## src/rtl/mem_access_unit_pkg.sv

```systemverilog
// Shared encodings for the memory access unit: access sizes, FSM states,
// default memory depth and the request legality check.
package mem_access_pkg;

   localparam int MEM_WORDS_DEFAULT = 41;

   typedef enum logic [1:0] {
      SIZE_BYTE = 2'b00,
      SIZE_HALF = 2'b01,
      SIZE_WORD = 2'b10,
      SIZE_BAD  = 2'b11
   } size_e;

   typedef enum logic [1:0] {
      IDLE  = 2'b00,
      READ  = 2'b01,
      WRITE = 2'b10,
      RESP  = 2'b11
   } state_e;

   // Misaligned, illegal-size or out-of-range requests never touch memory.
   function automatic logic access_error(input logic [1:0] size,
                                         input logic [11:0] addr,
                                         input int mem_words);
      logic bad;
      case (size)
         SIZE_BYTE: bad = 1'b0;
         SIZE_HALF: bad = addr[0];
         SIZE_WORD: bad = (addr[1:0] != 2'b00);
         default:   bad = 1'b1;
      endcase
      bad = bad | ({22'd0, addr[11:2]} >= 32'(mem_words));
      return bad;
   endfunction

endpackage

```

## src/rtl/mem_access_unit_if.sv

```systemverilog
// Bundle of pipeline request/response and memory-side signals of the unit.
// master = surrounding pipeline + memory, slave = the access unit.
interface mem_access_unit_if;
   logic        req_valid;
   logic        req_ready;
   logic        req_write;
   logic [1:0]  req_size;
   logic        req_signed;
   logic [11:0] req_addr;
   logic [31:0] req_wdata;
   logic        resp_valid;
   logic [31:0] resp_rdata;
   logic        resp_error;
   logic [9:0]  mem_address;
   logic [31:0] mem_data_in;
   logic        mem_write;
   logic        mem_read;
   logic [31:0] mem_data_out;

   modport master (
      output req_valid, req_write, req_size, req_signed, req_addr, req_wdata,
      output mem_data_out,
      input  req_ready, resp_valid, resp_rdata, resp_error,
      input  mem_address, mem_data_in, mem_write, mem_read
   );

   modport slave (
      input  req_valid, req_write, req_size, req_signed, req_addr, req_wdata,
      input  mem_data_out,
      output req_ready, resp_valid, resp_rdata, resp_error,
      output mem_address, mem_data_in, mem_write, mem_read
   );
endinterface

```

## src/rtl/byte_lane_align.sv

```systemverilog
// Little-endian lane handling: extracts/extends sub-word load data and merges
// sub-word store data into a full memory word.
module byte_lane_align
   import mem_access_pkg::*;
(
   input  logic [1:0]  size,
   input  logic        sign_ext,
   input  logic [1:0]  lane,
   input  logic [31:0] word_in,
   input  logic [31:0] store_data,
   output logic [31:0] load_data,
   output logic [31:0] merged_word
);

   logic [7:0]  byte_s;
   logic [15:0] half_s;

   // Select the addressed lane(s), then extend for loads or splice for stores.
   always_comb begin
      byte_s      = word_in[{lane, 3'b000} +: 8];
      half_s      = lane[1] ? word_in[31:16] : word_in[15:0];
      load_data   = 32'h0000_0000;
      merged_word = word_in;
      case (size)
         SIZE_BYTE: begin
            load_data = {{24{sign_ext & byte_s[7]}}, byte_s};
            merged_word[{lane, 3'b000} +: 8] = store_data[7:0];
         end
         SIZE_HALF: begin
            load_data = {{16{sign_ext & half_s[15]}}, half_s};
            if (lane[1]) begin
               merged_word[31:16] = store_data[15:0];
            end else begin
               merged_word[15:0] = store_data[15:0];
            end
         end
         SIZE_WORD: begin
            load_data   = word_in;
            merged_word = store_data;
         end
         default: begin
            load_data   = 32'h0000_0000;
            merged_word = word_in;
         end
      endcase
   end

endmodule

```

## src/rtl/mem_access_unit_core.sv

```systemverilog
// Request FSM: IDLE -> (READ) -> (WRITE) -> RESP, with sub-word stores done
// as read-modify-write. All memory and response outputs are registered.
module mem_access_unit_core
   import mem_access_pkg::*;
#(
   parameter int MEM_WORDS = MEM_WORDS_DEFAULT
)
(
   input logic              clock,
   input logic              reset_n,
   mem_access_unit_if.slave bus
);

   state_e      state_r;
   logic        write_r;
   logic        signed_r;
   logic [1:0]  size_r;
   logic [1:0]  lane_r;
   logic [31:0] wdata_r;
   logic [31:0] load_data_s;
   logic [31:0] merged_s;
   logic        req_error_s;

   assign bus.req_ready = (state_r == IDLE);
   assign req_error_s   = access_error(bus.req_size, bus.req_addr, MEM_WORDS);

   byte_lane_align u_align (
      .size        (size_r),
      .sign_ext    (signed_r),
      .lane        (lane_r),
      .word_in     (bus.mem_data_out),
      .store_data  (wdata_r),
      .load_data   (load_data_s),
      .merged_word (merged_s)
   );

   // FSM with registered memory strobes and response outputs.
   always_ff @(posedge clock or negedge reset_n) begin
      if (!reset_n) begin
         state_r         <= IDLE;
         write_r         <= 1'b0;
         signed_r        <= 1'b0;
         size_r          <= 2'b00;
         lane_r          <= 2'b00;
         wdata_r         <= 32'h0000_0000;
         bus.resp_valid  <= 1'b0;
         bus.resp_error  <= 1'b0;
         bus.resp_rdata  <= 32'h0000_0000;
         bus.mem_address <= 10'd0;
         bus.mem_data_in <= 32'h0000_0000;
         bus.mem_write   <= 1'b0;
         bus.mem_read    <= 1'b0;
      end else begin
         case (state_r)
            IDLE: begin
               if (bus.req_valid) begin
                  write_r         <= bus.req_write;
                  signed_r        <= bus.req_signed;
                  size_r          <= bus.req_size;
                  lane_r          <= bus.req_addr[1:0];
                  wdata_r         <= bus.req_wdata;
                  bus.mem_address <= bus.req_addr[11:2];
                  if (req_error_s) begin
                     state_r        <= RESP;
                     bus.resp_valid <= 1'b1;
                     bus.resp_error <= 1'b1;
                     bus.resp_rdata <= 32'h0000_0000;
                  end else if (bus.req_write && (bus.req_size == SIZE_WORD)) begin
                     state_r         <= WRITE;
                     bus.mem_write   <= 1'b1;
                     bus.mem_data_in <= bus.req_wdata;
                  end else begin
                     state_r      <= READ;
                     bus.mem_read <= 1'b1;
                  end
               end
            end
            READ: begin
               bus.mem_read <= 1'b0;
               if (write_r) begin
                  state_r         <= WRITE;
                  bus.mem_write   <= 1'b1;
                  bus.mem_data_in <= merged_s;
               end else begin
                  state_r        <= RESP;
                  bus.resp_valid <= 1'b1;
                  bus.resp_error <= 1'b0;
                  bus.resp_rdata <= load_data_s;
               end
            end
            WRITE: begin
               state_r        <= RESP;
               bus.mem_write  <= 1'b0;
               bus.resp_valid <= 1'b1;
               bus.resp_error <= 1'b0;
               bus.resp_rdata <= 32'h0000_0000;
            end
            RESP: begin
               state_r        <= IDLE;
               bus.resp_valid <= 1'b0;
               bus.resp_error <= 1'b0;
               bus.resp_rdata <= 32'h0000_0000;
            end
            default: begin
               state_r        <= IDLE;
               bus.mem_write  <= 1'b0;
               bus.mem_read   <= 1'b0;
               bus.resp_valid <= 1'b0;
               bus.resp_error <= 1'b0;
            end
         endcase
      end
   end

endmodule

```

## src/rtl/mem_access_unit.sv

```systemverilog
// Load/store unit between pipeline and word-addressed data memory; flat ports
// are gathered into the bundle interface consumed by the FSM core.
module mem_access_unit
   import mem_access_pkg::*;
#(
   parameter int MEM_WORDS = MEM_WORDS_DEFAULT
)
(
   input  logic        clock,
   input  logic        reset_n,
   input  logic        req_valid,
   output logic        req_ready,
   input  logic        req_write,
   input  logic [1:0]  req_size,
   input  logic        req_signed,
   input  logic [11:0] req_addr,
   input  logic [31:0] req_wdata,
   output logic        resp_valid,
   output logic [31:0] resp_rdata,
   output logic        resp_error,
   output logic [9:0]  mem_address,
   output logic [31:0] mem_data_in,
   output logic        mem_write,
   output logic        mem_read,
   input  logic [31:0] mem_data_out
);

   mem_access_unit_if bus ();

   assign bus.req_valid    = req_valid;
   assign bus.req_write    = req_write;
   assign bus.req_size     = req_size;
   assign bus.req_signed   = req_signed;
   assign bus.req_addr     = req_addr;
   assign bus.req_wdata    = req_wdata;
   assign bus.mem_data_out = mem_data_out;

   assign req_ready   = bus.req_ready;
   assign resp_valid  = bus.resp_valid;
   assign resp_rdata  = bus.resp_rdata;
   assign resp_error  = bus.resp_error;
   assign mem_address = bus.mem_address;
   assign mem_data_in = bus.mem_data_in;
   assign mem_write   = bus.mem_write;
   assign mem_read    = bus.mem_read;

   mem_access_unit_core #(.MEM_WORDS(MEM_WORDS)) u_core (
      .clock   (clock),
      .reset_n (reset_n),
      .bus     (bus.slave)
   );

endmodule

```

## config.mk

```make
export PLATFORM = sky130hd
export DESIGN_NAME = mem_access_unit
export DESIGN_NICKNAME = d
export VERILOG_FILES = /design/src/rtl/mem_access_unit_pkg.sv /design/src/rtl/mem_access_unit_if.sv /design/src/rtl/byte_lane_align.sv /design/src/rtl/mem_access_unit_core.sv /design/src/rtl/mem_access_unit.sv
export SDC_FILE = /design/constraint.sdc
export NUM_CORES = 1
export LEC_CHECK = 0
export CAP_MARGIN = 20
export CORE_ASPECT_RATIO = 2
export CORE_MARGIN = 2
export CORE_UTILIZATION = 35
export CTS_BUF_LIST = sky130_fd_sc_hd__clkbuf_16
export CTS_CLUSTER_SIZE = 24
export DETAILED_ROUTE_END_ITERATION = 8
export GPL_TIMING_DRIVEN = 0
export RECOVER_POWER = 100
export REMOVE_ABC_BUFFERS = 1
export SLEW_MARGIN = 20
export SYNTH_ARGS = -nofsm -noshare
export SYNTH_HDL_FRONTEND = slang
export SYNTH_SLANG_ARGS = --single-unit
```

## constraint.sdc

```tcl
create_clock -name clock -period 3.75 [get_ports clock]
set_clock_uncertainty 0.05 [all_clocks]
set_input_delay 0.75 -clock clock [delete_from_list [all_inputs] [get_ports clock]]
set_output_delay 0.75 -clock clock [all_outputs]
set_load 0.01 [all_outputs]
```

Word level (Yosys, flattened, before mapping):

Index checks and enable logic that the tools add are counted.
W data, S select, Z words.

* register bits: 118
* input bits: 83
* logic and storage cells: 84

* add/subtract/negate cells: 1
* $lt $le $gt $ge: 1
* eq/ne operators: 14
* shift operators: 3
* muxes and demuxes: 36
* bitwise gates (word level): 3
* reductions and logical operators: 13

Operators with widths (number)
* $pmux W32 S3: 3
* $mux W32: 7
* $pmux W32 S2: 1
* $mux W16: 3
* $bwmux W32: 1
* $shift A8 B7 Y32 const A: 1
* $shiftx A32 B6 Y8: 1
* $shiftx A8 B7 Y32: 1
* $mux W1: 12
* $ge A10 B6 Y1 const B: 1
* $reduce_and A5 Y1: 2
* $pmux W1 S3: 3
* $eq A2 B2 Y1 const B: 4
* $ne A2 B2 Y1 const B: 4
* $pmux W2 S4: 1
* $neg A5 Y7: 1
* $eq A2 B1 Y1 const B: 3
* $logic_not A2 Y1: 3
* $mux W2: 3
* $ne A2 B1 Y1 const B: 3
* $pmux W1 S4: 1
* $reduce_and A4 Y1: 1
* $reduce_bool A2 Y1: 2
* $reduce_and A3 Y1: 1
* 7 further kinds: 8

Longest topological paths before layout:

Gate-level depths: netlist of the first run.

* depth after elaboration: 6
* depth in mapped cells: 10
* gate-level depth less buffers: 7

Hierarchy:

Synthesis of the first run repeated with hierarchy kept, for this count alone.

* cell total of the unflattened synthesis: 683
* area total of the unflattened synthesis: 7219.4 um^2

Modules (own cells, without submodules)
* mem_access_unit_core: times used 1, cells an instance 443, area an instance 5492.8 um^2, sequential area each 2952.8 um^2
* byte_lane_align: times used 1, cells an instance 240, area an instance 1726.7 um^2, sequential area each 0.0 um^2

Worst setup path before layout of the first run:

OpenSTA, ideal clock, no wires.

* path type: reg2reg
* start: register u_core.lane_r[1]
* end: register u_core.bus.mem_data_in[15]
* setup time: 0.064 ns
* arrival: 2.470 ns
* setup slack: 1.166 ns
* cell stages (with the launch flop): 11
* path buffers: 3
* period minus slack after synthesis: 2.584 ns
* cell sequence: dfrtp_1 > buf_2 > buf_2 > inv_2 > ha_1 > nor4b_2 > and3_1 > clkbuf_1 > a22oi_1 > o221ai_1 > mux2_4

* word-level cells in the longest chain between the ends: 6
* elaborated cells on any way between the ends: 8

RTL lines
* from (decl): line mem_access_unit_core.sv:18 `logic [1:0] lane_r;`
* from (signal assigned): line mem_access_unit_core.sv:60 `lane_r <= bus.req_addr[1:0];`
* $neg A5 Y7: line byte_lane_align.sv:27 `merged_word[{lane, 3'b000} +: 8] = store_data[7:0];`
* $shiftx A8 B7 Y32 / $shift A8 B7 Y32 (equally long branches): line byte_lane_align.sv:27
* $bwmux W32: line byte_lane_align.sv:27
* $pmux W32 S3 (*): line byte_lane_align.sv:24 `case (size)`
* $mux W32 (*): line mem_access_unit_core.sv:80 `if (write_r) begin`
* $pmux W32 S2 (*): line mem_access_unit_core.sv:54 `case (state_r)`
* to (signal assigned): line mem_access_unit_core.sv:71 `bus.mem_data_in <= bus.req_wdata;`
* to (signal assigned): line mem_access_unit_core.sv:83 `bus.mem_data_in <= merged_s;`
* to (decl): line mem_access_unit_if.sv:31 `output mem_address, mem_data_in, mem_write, mem_read`

Every way passes the cells marked *; elsewhere a longest branch is shown, timed or not. The select of a mux whose other input is x is not followed.
A chain may end at the register's enable or synchronous reset.

Final worst setup path of the first run:

* start: input req_size[1]
* end: register u_core.bus.resp_rdata[20]

* word-level cells in the longest chain between the ends: 5
* elaborated cells on any way between the ends: 7

RTL lines
* from (decl): line mem_access_unit.sv:14 `input logic [1:0] req_size,`
* $eq A2 B2 Y1 (tied with other cells): line mem_access_unit_pkg.sv:26 `case (size)`
* $pmux W1 S3 (*): line mem_access_unit_pkg.sv:26
* $or A1 B1 Y1 (*): line mem_access_unit_pkg.sv:32 `bad = bad | ({22'd0, addr[11:2]} >= 32'(mem_words));`
* $ne A2 B1 Y1 (no line) (*)
* $reduce_and A3 Y1 (no line) (*)
* to (signal assigned): line mem_access_unit_core.sv:88 `bus.resp_rdata <= load_data_s;`
* to (decl): line mem_access_unit_if.sv:30 `output req_ready, resp_valid, resp_rdata, resp_error,`

Every way passes the cells marked *; elsewhere a longest branch is shown, timed or not.

==> impl_metrics.csv, run 1 <==
group,metric,value,unit
power,finalPower,0.008175,W
layout,drive_above_1_share,20.37,%
power,peakVddDrop,0.5360,mV
sta,finalHoldViolCount,0,
route,wl_per_cell,21.23,µm
global_route,antenna_found_initial,1,
sta,tightestPinTransition,2793,ps
synth,netlist_area,6947,µm²
floorplan,fp.dieH,203.2,µm
critical_path,crit_type,"primary input to flop",
floorplan,pin_count,162,
sta,slew_headroom,-86.20,%
power,seq_power_share,30.1,%
layout,multi_input_area,3622,µm²
clock_network,clock_latency,420,ps
layout,num-fill-cells,1804,
route,vias_per_cell,5.603,
critical_path,critPathBufInv,3,
layout,design_area,9295,µm²
route,wl_met3,1088,µm
synth,async_flop_share,100.0,%
floorplan,fp-row-count,72,
critical_path,endpoint_kind,"flop",
route,postRouteAntennaNets,0,
power,p_comb_share,49.8,%
sta,setup_viol,0,
sta,rsz0062_at_grt,"no",
clock_network,post-cts-setup-buffers,0,
critical_path,worstPathCellList,"dlygate4sd3_1 > o21a_1 > o22a_1 > nor4_1 > a211oi_1 > buf_8 > buf_6 > mux2_2",
run_status,status,"finished with violations",
synth,synth_area_per_cell,10.62,µm²
critical_path,critPathTopFamily,"compound AO/OA/AOI/OAI gates",
placement,io_buffer_count,161,
power,switching_power,0.003278,W
synth,synth-edff-count,0,
critical_path,cp_data_required_time,4000,ps
critical_path,max_stage_delay,1130,ps
synth,yosysTopAreaCell,"dfrtp_1",
placement,place_congestion,0.8413,
synth,yosysTopAreaCellShare,42.51,%
route,drcViolationCount,0,
synth,synth-seq-cells,118,
run_status,violations,"max-capacitance violations, max-slew violations",
critical_path,cp-start-kind,"primary input",
placement,hpwl,16490,µm
critical_path,arrival,3760,ps
sta,period_share,93.52,%
clock_network,clock-sinks,118,
synth,ys.flop_type,"dfrtp_1",
global_route,grt_max_degree,73,
synth,synth.area.top_cells,"dfrtp_1 (43%), mux2_2 (18%), mux2_4 (6.3%)",
power,pwr-share-clk,20.0,%
floorplan,core_area,19370,µm²
clock_network,numCtsBuffers,17,
synth,synthTopCellsByCount,"dfrtp_1 (118), mux2_2 (112), nor2_1 (42)",
route,dr.pass1.iters,5,
placement,dpl_cell_area,8837,µm²
critical_path,cp_slowest_cell,"a211oi_1",
sta,period_needed,3507,ps
clock_network,cts_tree,"done",
placement,dpl.cell_count,1032,
power,swShare,40.10,%
synth,postSynthCellCount,654,
layout,regArea,2957,µm²
synth,ys_types,47,
floorplan,die_area,21060,µm²
layout,areaGrowthSynthToFinish,33.81,%
floorplan,die_w,103.6,µm
power,power.leakage,3.898,nW
clock_network,path_clk_slew,60,ps
layout,layout.nets,885,
route,wl_met2,12620,µm
clock_network,clockBufferDepth,2,
global_route,grt_pass1_vias,6159,
sta,fmax,285.1,MHz
flow_run,max_cap_viol_count,1,
synth,seq_area_frac_synth,42.51,%
route,first_iter_violations,399,
sta,finalHoldWorstSlack,435.7,ps
sta,maxSlewViolCount,47,
global_route,grt_pass1_wl,35090,µm
clock_network,cts.root.buffer_cell,"clkbuf_16",
worst_hold_path,hold_class,"flop to flop",
route,wl_met1,7859,µm
global_route,overflow,0,
clock_network,h-tree-depth,4,
floorplan,start_util,35.87,%
route,highest_layer,"met4",
synth,yosysMostFrequentCell,"dfrtp_1",
power,power_density,879.5,nW/µm²
route,via_count,5967,
route,drt_wl_total,22610,µm
synth,ys.warnings.count,0,
layout,finalNonFillerCells,1065,
global_route,groute.usage.overall,21.53,%
power,p_int,0.004897,W
critical_path,cp_max_fo,16,
-- worst register-to-register path, delay by kind of cell, from the launching register on --
| family | cells | cell delay, ps |
|---|---|---|
| compound gates | 2 | 380 |
| simple gates | 2 | 1360 |
| fa+ha+maj | 1 | 410 |
| buf+inv | 1 | 280 |
| flops | 1 | 750 |
| mux | 1 | 180 |
-- per-layer routing --
layer  up-vias  GRT usage [%]
met5         -              0
met4         0          11.68
met3        52          3.931
met2       238          40.66
met1      2970          22.29
li1       2707              -
-- sequential cells by signal (all words and copies together) (netlist names), 2 cells and up --
| register | cells |
|---|---|
| u_core.bus.mem_data_in | 32 |
| u_core.lane_r | 2 |
| u_core.state_r | 2 |
| u_core.bus.resp_rdata | 32 |
| u_core.size_r | 2 |
| u_core.wdata_r | 32 |
| u_core.bus.mem_address | 10 |
-- placed cells by master, fill, tap and decap left out, types with 3 or more instances in the layout --
| master | count |
|---|---|
| dfrtp_1 | 115 |
| mux2_2 | 112 |
| dlygate4sd3_1 | 81 |
| clkdlybuf4s50_1 | 79 |
| nor2_1 | 42 |
| nand2_1 | 39 |
| a21oi_1 | 39 |
| o21ai_0 | 33 |
| mux2_1 | 29 |
| a22oi_1 | 26 |
| a31oi_1 | 24 |
| inv_1 | 20 |
| clkbuf_16 | 17 |
| nand3_1 | 15 |
| mux2i_1 | 13 |
| nor3_1 | 12 |
| ha_1 | 9 |
| a32oi_1 | 8 |
| o32a_1 | 8 |
| and2_1 | 8 |
| o311ai_0 | 7 |
| clkinv_2 | 7 |
| clkinvlp_4 | 5 |
| a221oi_1 | 4 |
| a21o_1 | 3 |
| o221ai_1 | 3 |
| nor4_1 | 3 |
| nor2b_1 | 3 |
| bufinv_16 | 3 |
| buf_16 | 3 |
| dfrtp_2 | 3 |
-- stage by stage --
| step | utilization (%) | worst slack [ps] | TNS, ps |
|---|---|---|---|
| after global routing | 47.99 | 84.34 | 0 |
| after global placement | 44.77 | -2798 | -389090 |
| final | 47.99 | 243.0 | 0 |
| after CTS | 48.67 | 271.4 | 0 |
| after floorplan | - | 314.6 | 0 |
| after detailed placement | 45.63 | -107.3 | -337.6 |
-- power by group through the flow --
stage	Sequential, W	Clock, W	Combinational (W)
2_1_floorplan	0.00253	0	0.00245
3_3_place_gp	0.00252	0	0.00420
3_5_place_dp	0.00250	0	0.00444
4_1_cts	0.00249	0.00167	0.00446
5_1_grt	0.00255	0.00173	0.00438
6_report	0.00246	0.00164	0.00407
-- final timing paths --
kind / from / to / slack (ps) / cells past startpoint
setup / recovery: req_size[1] / u_core.bus.resp_rdata[20]$_DFFE_PN0P_ / 240 / 8
max in group asynchronous: reset_n / u_core.wdata_r[9]$_DFFE_PN0P_ / 890 / 1
hold / removal: u_core.bus.mem_data_in[9]$_DFFE_PN0P_ / u_core.bus.mem_data_in[9]$_DFFE_PN0P_ / 440 / 1
setup reg to reg: u_core.lane_r[1]$_DFFE_PN0P_ / u_core.bus.mem_data_in[15]$_DFFE_PN0P_ / 280 / 7
min in group asynchronous: reset_n / u_core.bus.resp_rdata[16]$_DFFE_PN0P_ / 1170 / 1
hold reg to reg: u_core.bus.mem_data_in[9]$_DFFE_PN0P_ / u_core.bus.mem_data_in[9]$_DFFE_PN0P_ / 440 / 1
-- kinds of logic after synthesis --
group                    synth area share, %
AO/OA/AOI/OAI                          16.05
adder cells (fa/ha/maj)                1.801
buffers and inverters                  4.233
flip-flops                             42.51
multiplexers                           26.30
AND/OR/NAND/NOR                        9.114
-- area by class of cell --
type | instances | share of cell area (%)
inverter | 22 | 0.8884
clock buffer | 17 | 4.577
antenna | 1 | 0.02692
timing repair buffer | 167 | 18.50
clock inverter | 15 | 1.750
multi-input combinational | 466 | 38.97
sequential | 118 | 31.81
tap | 259 | 3.486
-- repair_timing --
item,CTS,global route
hold buffers,0,0
setup endpoints to repair,5,0
gates resized for setup,1,0
Power figures use the tool's default switching activity.
==> run 2: changes to the inputs <==
Settings changed: HOLD_SLACK_MARGIN set to 0.06.
==> results of run 2 <==
No change in the layout: final DEF, timing and power equal those of run 1.
==> run 3: changes to the inputs <==
Settings changed: TNS_END_PERCENT set to 10.
==> results of run 3 <==
No change in the layout: final DEF, timing and power equal those of run 1.
